<file path="src/rtl/cpc_bus_pkg.sv">
// Shared types for the CPC bus initiator: command codes, bus states, strobe bundle.
// bus_strobes() maps a bus state and command type to the active-low strobe set.
package cpc_bus_pkg;

  typedef enum logic [1:0] {
    CMD_MEMRD = 2'b00,
    CMD_MEMWR = 2'b01,
    CMD_IOWR  = 2'b10,
    CMD_M1    = 2'b11
  } cmd_type_e;

  typedef enum logic [2:0] {
    S_IDLE = 3'd0,
    S_T1   = 3'd1,
    S_T2   = 3'd2,
    S_TWA  = 3'd3,
    S_TW   = 3'd4,
    S_T3   = 3'd5,
    S_T4   = 3'd6
  } state_e;

  localparam logic [7:0] WAIT_TIMEOUT = 8'd255;

  typedef struct packed {
    logic mreq_b;
    logic iorq_b;
    logic rd_b;
    logic wr_b;
    logic m1_b;
    logic rfsh_b;
  } strb_t;

  function automatic strb_t bus_strobes(input state_e st, input cmd_type_e typ);
    strb_t s;
    s = '1;
    case (st)
      S_T1: begin
        s.mreq_b = (typ == CMD_IOWR);
        s.rd_b   = !(typ == CMD_MEMRD || typ == CMD_M1);
        s.m1_b   = (typ != CMD_M1);
      end
      S_T2, S_TWA, S_TW, S_T3: begin
        if (typ == CMD_M1 && st == S_T3) begin
          // refresh half of the opcode fetch
          s.mreq_b = 1'b0;
          s.rfsh_b = 1'b0;
        end else begin
          s.mreq_b = (typ == CMD_IOWR);
          s.iorq_b = (typ != CMD_IOWR);
          s.rd_b   = !(typ == CMD_MEMRD || typ == CMD_M1);
          s.wr_b   = !(typ == CMD_MEMWR || typ == CMD_IOWR);
          s.m1_b   = (typ != CMD_M1);
        end
      end
      S_T4: s.rfsh_b = (typ != CMD_M1);
      default: ;
    endcase
    return s;
  endfunction

endpackage

</file>
<file path="src/rtl/cpc_wait_timer.sv">
// Consecutive wait-state counter; expire marks the WAIT_TIMEOUT-th TW cycle.
// Built only when WAIT_TIMEOUT_EN is defined.
`ifdef WAIT_TIMEOUT_EN
module cpc_wait_timer
  import cpc_bus_pkg::*;
(
  input  logic clk,
  input  logic reset,
  input  logic count,
  input  logic clear,
  output logic expire
);

  logic [7:0] cnt_q, cnt_d;

  always_comb begin
    cnt_d = cnt_q;
    if (clear)      cnt_d = '0;
    else if (count) cnt_d = cnt_q + 8'd1;
  end

  always_ff @(posedge clk or posedge reset) begin
    if (reset) cnt_q <= '0;
    else       cnt_q <= cnt_d;
  end

  // cnt_q holds the TW cycles already completed, so this is the last allowed one
  assign expire = count && (cnt_q == WAIT_TIMEOUT - 8'd1);

endmodule
`endif

</file>
<file path="src/rtl/cpc_bus_initiator.sv">
// Z80-style CPC bus initiator: one command in, one registered bus cycle out, one response pulse.
// WAIT_TIMEOUT_EN adds an abort after a run of wait states (rsp_err); otherwise waits are unbounded.
module cpc_bus_initiator
  import cpc_bus_pkg::*;
#(
  parameter logic [7:0] RFSH_HI = 8'h00
) (
  input  logic        clk,
  input  logic        reset,
  input  logic        cmd_valid,
  output logic        cmd_ready,
  input  logic [1:0]  cmd_type,
  input  logic [15:0] cmd_addr,
  input  logic [7:0]  cmd_wdata,
  output logic        rsp_valid,
  output logic [7:0]  rsp_rdata,
  output logic        rsp_err,
  output logic [15:0] adr,
  output logic [7:0]  data_out,
  output logic        data_oe,
  input  logic [7:0]  data_in,
  output logic        mreq_b,
  output logic        iorq_b,
  output logic        rd_b,
  output logic        wr_b,
  output logic        m1_b,
  output logic        rfsh_b,
  input  logic        ready
);

  state_e      state_q, state_d;
  cmd_type_e   typ_q, typ_d;
  strb_t       strb_q, strb_d;
  logic [15:0] adr_q, adr_d;
  logic [7:0]  data_out_q, data_out_d;
  logic        data_oe_q, data_oe_d;
  logic [6:0]  r_q, r_d;
  logic [7:0]  rdata_q, rdata_d;
  logic        rsp_valid_q, rsp_valid_d;
  logic        rsp_err_q, rsp_err_d;
  logic        accept;
  logic        timeout;

  assign cmd_ready = (state_q == S_IDLE);
  assign accept    = cmd_ready && cmd_valid;

`ifdef WAIT_TIMEOUT_EN
  cpc_wait_timer u_wait_timer (
    .clk    (clk),
    .reset  (reset),
    .count  (state_q == S_TW),
    .clear  (state_q != S_TW),
    .expire (timeout)
  );
`else
  assign timeout = 1'b0;
`endif

  always_comb begin
    state_d     = state_q;
    typ_d       = typ_q;
    adr_d       = adr_q;
    data_out_d  = data_out_q;
    r_d         = r_q;
    rdata_d     = rdata_q;

    case (state_q)
      S_IDLE: if (accept) begin
        state_d    = S_T1;
        typ_d      = cmd_type_e'(cmd_type);
        adr_d      = cmd_addr;
        data_out_d = cmd_wdata;
      end
      S_T1:  state_d = S_T2;
      S_T2:  if (typ_q == CMD_IOWR) state_d = S_TWA;
             else                   state_d = ready ? S_T3 : S_TW;
      S_TWA: state_d = ready ? S_T3 : S_TW;
      S_TW:  if (timeout)    state_d = S_IDLE;
             else if (ready) state_d = S_T3;
      S_T3:  state_d = (typ_q == CMD_M1) ? S_T4 : S_IDLE;
      S_T4:  state_d = S_IDLE;
      default: state_d = S_IDLE;
    endcase

    if (typ_d == CMD_M1 && state_d == S_T3) adr_d = {RFSH_HI, 1'b0, r_q};

    // opcode is latched as the fetch leaves T2/TW; plain reads latch at the end of T3
    if ((state_q == S_T3 && typ_q == CMD_MEMRD) ||
        (typ_q == CMD_M1 && state_d == S_T3 && state_q != S_T3))
      rdata_d = data_in;

    if (state_q == S_T4) r_d = r_q + 7'd1;

    strb_d      = bus_strobes(state_d, typ_d);
    data_oe_d   = (typ_d == CMD_MEMWR || typ_d == CMD_IOWR) &&
                  (state_d inside {S_T1, S_T2, S_TWA, S_TW, S_T3});
    rsp_valid_d = (state_q == S_T3 && typ_q != CMD_M1) || (state_q == S_T4) || timeout;
    rsp_err_d   = timeout;
  end

  always_ff @(posedge clk or posedge reset) begin
    if (reset) begin
      state_q     <= S_IDLE;
      typ_q       <= CMD_MEMRD;
      strb_q      <= '1;
      adr_q       <= '0;
      data_out_q  <= '0;
      data_oe_q   <= 1'b0;
      r_q         <= '0;
      rdata_q     <= '0;
      rsp_valid_q <= 1'b0;
      rsp_err_q   <= 1'b0;
    end else begin
      state_q     <= state_d;
      typ_q       <= typ_d;
      strb_q      <= strb_d;
      adr_q       <= adr_d;
      data_out_q  <= data_out_d;
      data_oe_q   <= data_oe_d;
      r_q         <= r_d;
      rdata_q     <= rdata_d;
      rsp_valid_q <= rsp_valid_d;
      rsp_err_q   <= rsp_err_d;
    end
  end

  assign mreq_b    = strb_q.mreq_b;
  assign iorq_b    = strb_q.iorq_b;
  assign rd_b      = strb_q.rd_b;
  assign wr_b      = strb_q.wr_b;
  assign m1_b      = strb_q.m1_b;
  assign rfsh_b    = strb_q.rfsh_b;
  assign adr       = adr_q;
  assign data_out  = data_out_q;
  assign data_oe   = data_oe_q;
  assign rsp_valid = rsp_valid_q;
  assign rsp_rdata = rdata_q;
  assign rsp_err   = rsp_err_q;

endmodule

</file>
<file path="config.mk">
export PLATFORM = sky130hd
export DESIGN_NAME = cpc_bus_initiator
export DESIGN_NICKNAME = d
export VERILOG_FILES = /design/src/rtl/cpc_bus_pkg.sv /design/src/rtl/cpc_wait_timer.sv /design/src/rtl/cpc_bus_initiator.sv
export SDC_FILE = /design/constraint.sdc
export NUM_CORES = 1
export LEC_CHECK = 0
export ABC_AREA = 1
export CAP_MARGIN = 20
export CORE_UTILIZATION = 40
export CTS_CLUSTER_SIZE = 12
export DETAILED_ROUTE_END_ITERATION = 10
export PLACE_DENSITY = 0.71
export REMOVE_ABC_BUFFERS = 1
export SYNTH_ARGS = -nofsm -noshare
export SYNTH_HDL_FRONTEND = slang
export SYNTH_HIERARCHICAL = 1
export SYNTH_SLANG_ARGS = --single-unit
</file>
<file path="constraint.sdc">
create_clock -name clk -period 6.8 [get_ports clk]
set_input_delay 1.02 -clock clk [delete_from_list [all_inputs] [get_ports clk]]
set_output_delay 1.02 -clock clk [all_outputs]
set_load 0.01 [all_outputs]
</file>
* Yosys cells after proc, flatten, opt, wreduce, memory -nomap -nowiden
Index checks and enable logic that the tools add are counted.
Cells by class: reduce and logical (&&, ||, !) cells 22, $add $sub $neg 1, eq/ne operators 21, muxes and demuxes 20
Operators by type and width (number):
- 16-bit two-way mux | 3
- 3-bit == test, second input constant | 6
- 3-bit case mux with 6 select lines | 1
- 3-bit by 2-bit == test with 1-bit output, second input constant | 4
- 3-bit two-way mux | 4
- 2-bit == test, second input constant | 4
- 1-bit case mux with 2 select lines | 4
- 7-bit by 1-bit adder with 7-bit output, second input constant | 1
- 1-bit logical AND | 7
- 3-bit by 1-bit == test with 1-bit output, second input constant | 2
- 2-bit inequality test, second input constant | 3
- 1-bit two-way mux | 5
- 5-bit nonzero test | 1
- 2-bit zero test | 2
- 1-bit logical OR | 4
- 2-bit two-way mux | 2
- 4-bit two-way mux | 1
- 2-bit AND reduction | 2
- 2-bit nonzero test | 2
- 4-bit OR reduction | 1
- 3-bit zero test | 1
- 3-bit inequality test, second input constant | 1
- 2-bit by 1-bit == test with 1-bit output, second input constant | 1
- 1-bit zero test | 2
Word-level totals: output and inout bits 42, bits in registers 52

* Longest topological paths before layout
word-level depth 9, depth in mapped cells 15, gate-level depth less buffers 13

* Least setup slack after synthesis
No wires, ideal clock.
path kind input to register, from in cmd_valid, to reg strb_q, in the netlist wr_b, slack 4.177 ns, arrival 2.538 ns, library setup time 0.084 ns, stages 12, required time 6.716 ns, path through inv_1 > nor2_8 > inv_1 > buf_2 > o21ai_0 > inv_1 > ha_1 > inv_1 > nor2_8 > inv_4 > buf_6 > nand3b_1
RTL lines:
- from (decl) | line cpc_bus_initiator.sv:10 | input logic cmd_valid,
- to (signal assigned) | line cpc_bus_initiator.sv:116 | strb_q <= strb_d;
- to (decl) | line cpc_bus_initiator.sv:33 | strb_t strb_q, strb_d;

* Final worst setup path
from in cmd_valid, to reg adr_q[6] (netlist: adr[6])
Between the ends: cells in the longest elaborated chain, start to end 7
Ends and longest elaborated chain:
- 1-bit logical AND * | line cpc_bus_initiator.sv:45 | assign accept = cmd_ready && cmd_valid;
- 2-bit two-way mux * | line cpc_bus_initiator.sv:68 | S_IDLE: if (accept) begin
- 2-bit two-way mux * | line cpc_bus_initiator.sv:67 | case (state_q)
- net typ_d[0] | line cpc_bus_initiator.sv:32 | cmd_type_e typ_q, typ_d;
- 2-bit == test * | line cpc_bus_initiator.sv:85 | if (typ_d == CMD_M1 && state_d == S_T3) adr_d = {RFSH_HI, 1'b0, r_q};
- 1-bit logical AND * | line cpc_bus_initiator.sv:85
- 2-bit nonzero test (no source line)
- 2-bit AND reduction (no source line)
- to (signal assigned) | line cpc_bus_initiator.sv:117 | adr_q <= adr_d;
- to (decl) | line cpc_bus_initiator.sv:34 | logic [15:0] adr_q, adr_d;
The timed path passes the listed nets; every way through them passes the cells marked *. A chain may end at the register's enable or synchronous reset.

==> impl_metrics.yaml <==
outcome:
  outcome: "complete, no violations"
die:
  dieArea_um2: 6300
  rows: 27
  top_level_ports: 80
  core_area_um2: 5640
  chipWidth_um: 79.4
  initial_core_util_pct: 42.4
  die_y_um: 79.4
power_and_ir_drop:
  p_per_area_nw_per_um2: 437
  ir_drop_uv: 172
  cellLeakagePower_nw: 1.65
grt:
  overflow: 0
  busiest_layer: "met2"
  gr-usage-all-layers_pct: 17.5
  grt_pass1_vias: 1864
  grt_pass1_wl_um: 8470
  met1_usage_pct: 23.2
  met2_usage_pct: 27.8
  grt_start_max_net_pins: 53
  grt_use_met3_pct: 5.06
  antenna_found_initial: 0
worst_hold_path:
  hold_class: "reg2reg"
cts:
  clkSlewWorstSetupHoldPaths_ps: 100
  clockRootBuffer: "clkbuf_8"
  cts_resized: 0
  cts_tree: "done"
  cts_buffer_depth: 2
  insertion_delay_ps: 300
  cts_setup_buffers: 0
  cts_buffers: 5
  holdBufCountCts: 0
  h-tree-depth: 2
  clock-sinks: 52
critical_path:
  critPathCaptureType: "flop"
  required_ps: 7040
  worst-path-max-fanout: 29
  arrival_ps: 3810
  critPathKind: "in2reg"
  critPathLaunchType: "primary input"
final_layout:
  nNetsFinal: 394
  layout-area-overhead-vs-synth_pct: 38.7
  diodes: 0
  drive_gt1_share_pct: 11.0
yosys:
  synthesis.area_um2: 2390
  yosysWarnings: 6
  synthArstFlopShare_pct: 100
  synth_top_area_share_pct: 48.1
  yosys.area_share.simple_pct: 27.7
  synth-adder-area-share_pct: 2.09
  yosys_register_bits: 52
  ys_types: 33
  synth_xor_area_share_pct: 2.20
  synthMuxAreaShare_pct: 0.889
  synth_area_per_cell_um2: 8.74
  ys.flop_type: "dfrtp_1"
  ys_seq_area_share_pct: 54.7
  synth_top_family_by_area: "simple AND/OR/NAND/NOR gates"
  synth_compound_area_share_pct: 4.13
  synth_area_leader_cell: "dfrtp_1"
  synth_area_leaders: "dfrtp_1 48%, nand2_1 15%, dfstp_2 6.6%"
  postSynthCellCount: 274
  synth-edff-count: 0
sta:
  setup_tns_ps: 0
  setup_viol: 0
  finalCriticalPeriod_ps: 3570
  holdWs_ps: 474
  rsz0062_at_grt: "false"
  finalMaxSlewViolations: 0
  fmax_ghz: 0.280
  post-route-period-util_pct: 52.5
  slew-limit-headroom_pct: 45.9
  hold_viol: 0
  worst_pin_slew_ps: 811
  skew_ps: 7.80
detailed_routing:
  wl_um: 5240
  drt_iter0_markers: 80
  vias_per_cell: 4.62
  wl_per_cell_um: 12.3
  drcViolationCount: 0
  first_pass_iters: 4
  via_count: 1963
  ant_nets: 0
placed_design:
  dp_hpwl_um: 3800
  io_buffers: 78
  gp_congestion: 0.870
flow_run:
  cap_violations: 0
## layer usage
layer  wire, um  share of wire [%]
met1       2480                 47
met2       2380                 45
met3        329                6.3
met4         51               0.97
met5          0                  0
## Yosys cell counts (all sizes together) (2+ instances only)
master	n
xor2	5
buf	6
a21oi	3
dfrtp	46
clkbuf	2
ha	4
o21ai	13
nand2	103
nor2	15
dfstp	6
inv	38
nand3	25
## sequential cells by signal, summed over array words and instances, names as in the netlist
| name | count |
|---|---|
| adr | 16 |
| data_out | 8 |
| rsp_rdata | 8 |
| r_q | 7 |
| state_q | 3 |
| typ_q | 2 |
| data_oe | 1 |
| iorq_b | 1 |
| m1_b | 1 |
| mreq_b | 1 |
| rd_b | 1 |
| rfsh_b | 1 |
| rsp_valid | 1 |
| wr_b | 1 |
## per-stage QoR
step           utilization [%]  total power, mW  worst slack [ps]  std cells  area (um^2)
2_1_floorplan                -            0.951              3880        266         2340
3_3_place_gp              57.0             1.27              2990        416         3210
3_5_place_dp              57.0             1.29              2850        416         3210
4_1_cts                   58.5             1.46              3160        424         3300
5_1_grt                   58.8             1.56              2960        425         3320
6_report                  58.8             1.45              3230        425         3320
## critical path: stages
cell,delay [ps]
clkdlybuf4s50_1,450
inv_1,80
nor2_8,330
inv_1,460
o21ai_0,480
inv_1,110
ha_1,230
inv_1,200
nor2_8,90
inv_4,150
nand3_1,90
nand3_1,100
## cell usage in the layout, fill, tap and decap left out, types with 2 or more instances in the layout
cell type        synthesis  layout
a21oi_1                  3       3
clkbuf_8                 0       5
clkdlybuf4s50_1          0      78
dfrtp_1                 46      46
dfstp_2                  6       6
ha_1                     4       4
inv_1                   30      29
inv_2                    7       8
nand2_1                 98      98
nand2_2                  3       3
nand2_4                  2       2
nand3_1                 24      24
nor2_1                   9       9
nor2_2                   4       4
nor2_8                   2       2
o21ai_0                  3       3
o21ai_1                  7       7
o21ai_2                  2       2
xor2_1                   5       5
## power breakdown
part | leakage, nW | total, mW | internal, mW | switching, mW
registers | 0.641 | 0.532 | 0.452 | 0.0794
clock network | 0.0412 | 0.171 | 0.0722 | 0.0993
logic | 0.971 | 0.747 | 0.352 | 0.396
## path summary, 6_finish.rpt
kind	start	end	slack [ps]	cells past startpoint
max in group asynchronous	reset	typ_q[1]$_DFF_PP0_	5210	3
hold reg to reg	r_q[6]$_DFFE_PP0P_	r_q[6]$_DFFE_PP0P_	470	1
setup reg to reg	state_q[0]$_DFF_PP0_	adr[6]$_DFFE_PP0P_	3800	12
setup / recovery	cmd_valid	adr[6]$_DFFE_PP0P_	3230	12
hold / removal	r_q[6]$_DFFE_PP0P_	r_q[6]$_DFFE_PP0P_	470	1
min in group asynchronous	reset	rsp_rdata[0]$_DFFE_PP0P_	1070	2
## kinds of logic after synthesis
family	count (synthesis)
buffers and inverters	46
other	1
muxes	2
adders and majority gates	4
AOI/OAI and AO/OA	16
DFF	52
xor gates and xnor gates	6
and+or+nand+nor	147
## final cells by class
type	count	area, um^2
clock buffer	6	72.6
tap	72	90.1
clock inverter	2	12.5
inverter	38	145
timing repair buffer	79	801
multi-input combinational	176	890
fill	503	2320
sequential	52	1310
(Power assumes the default switching activity.)
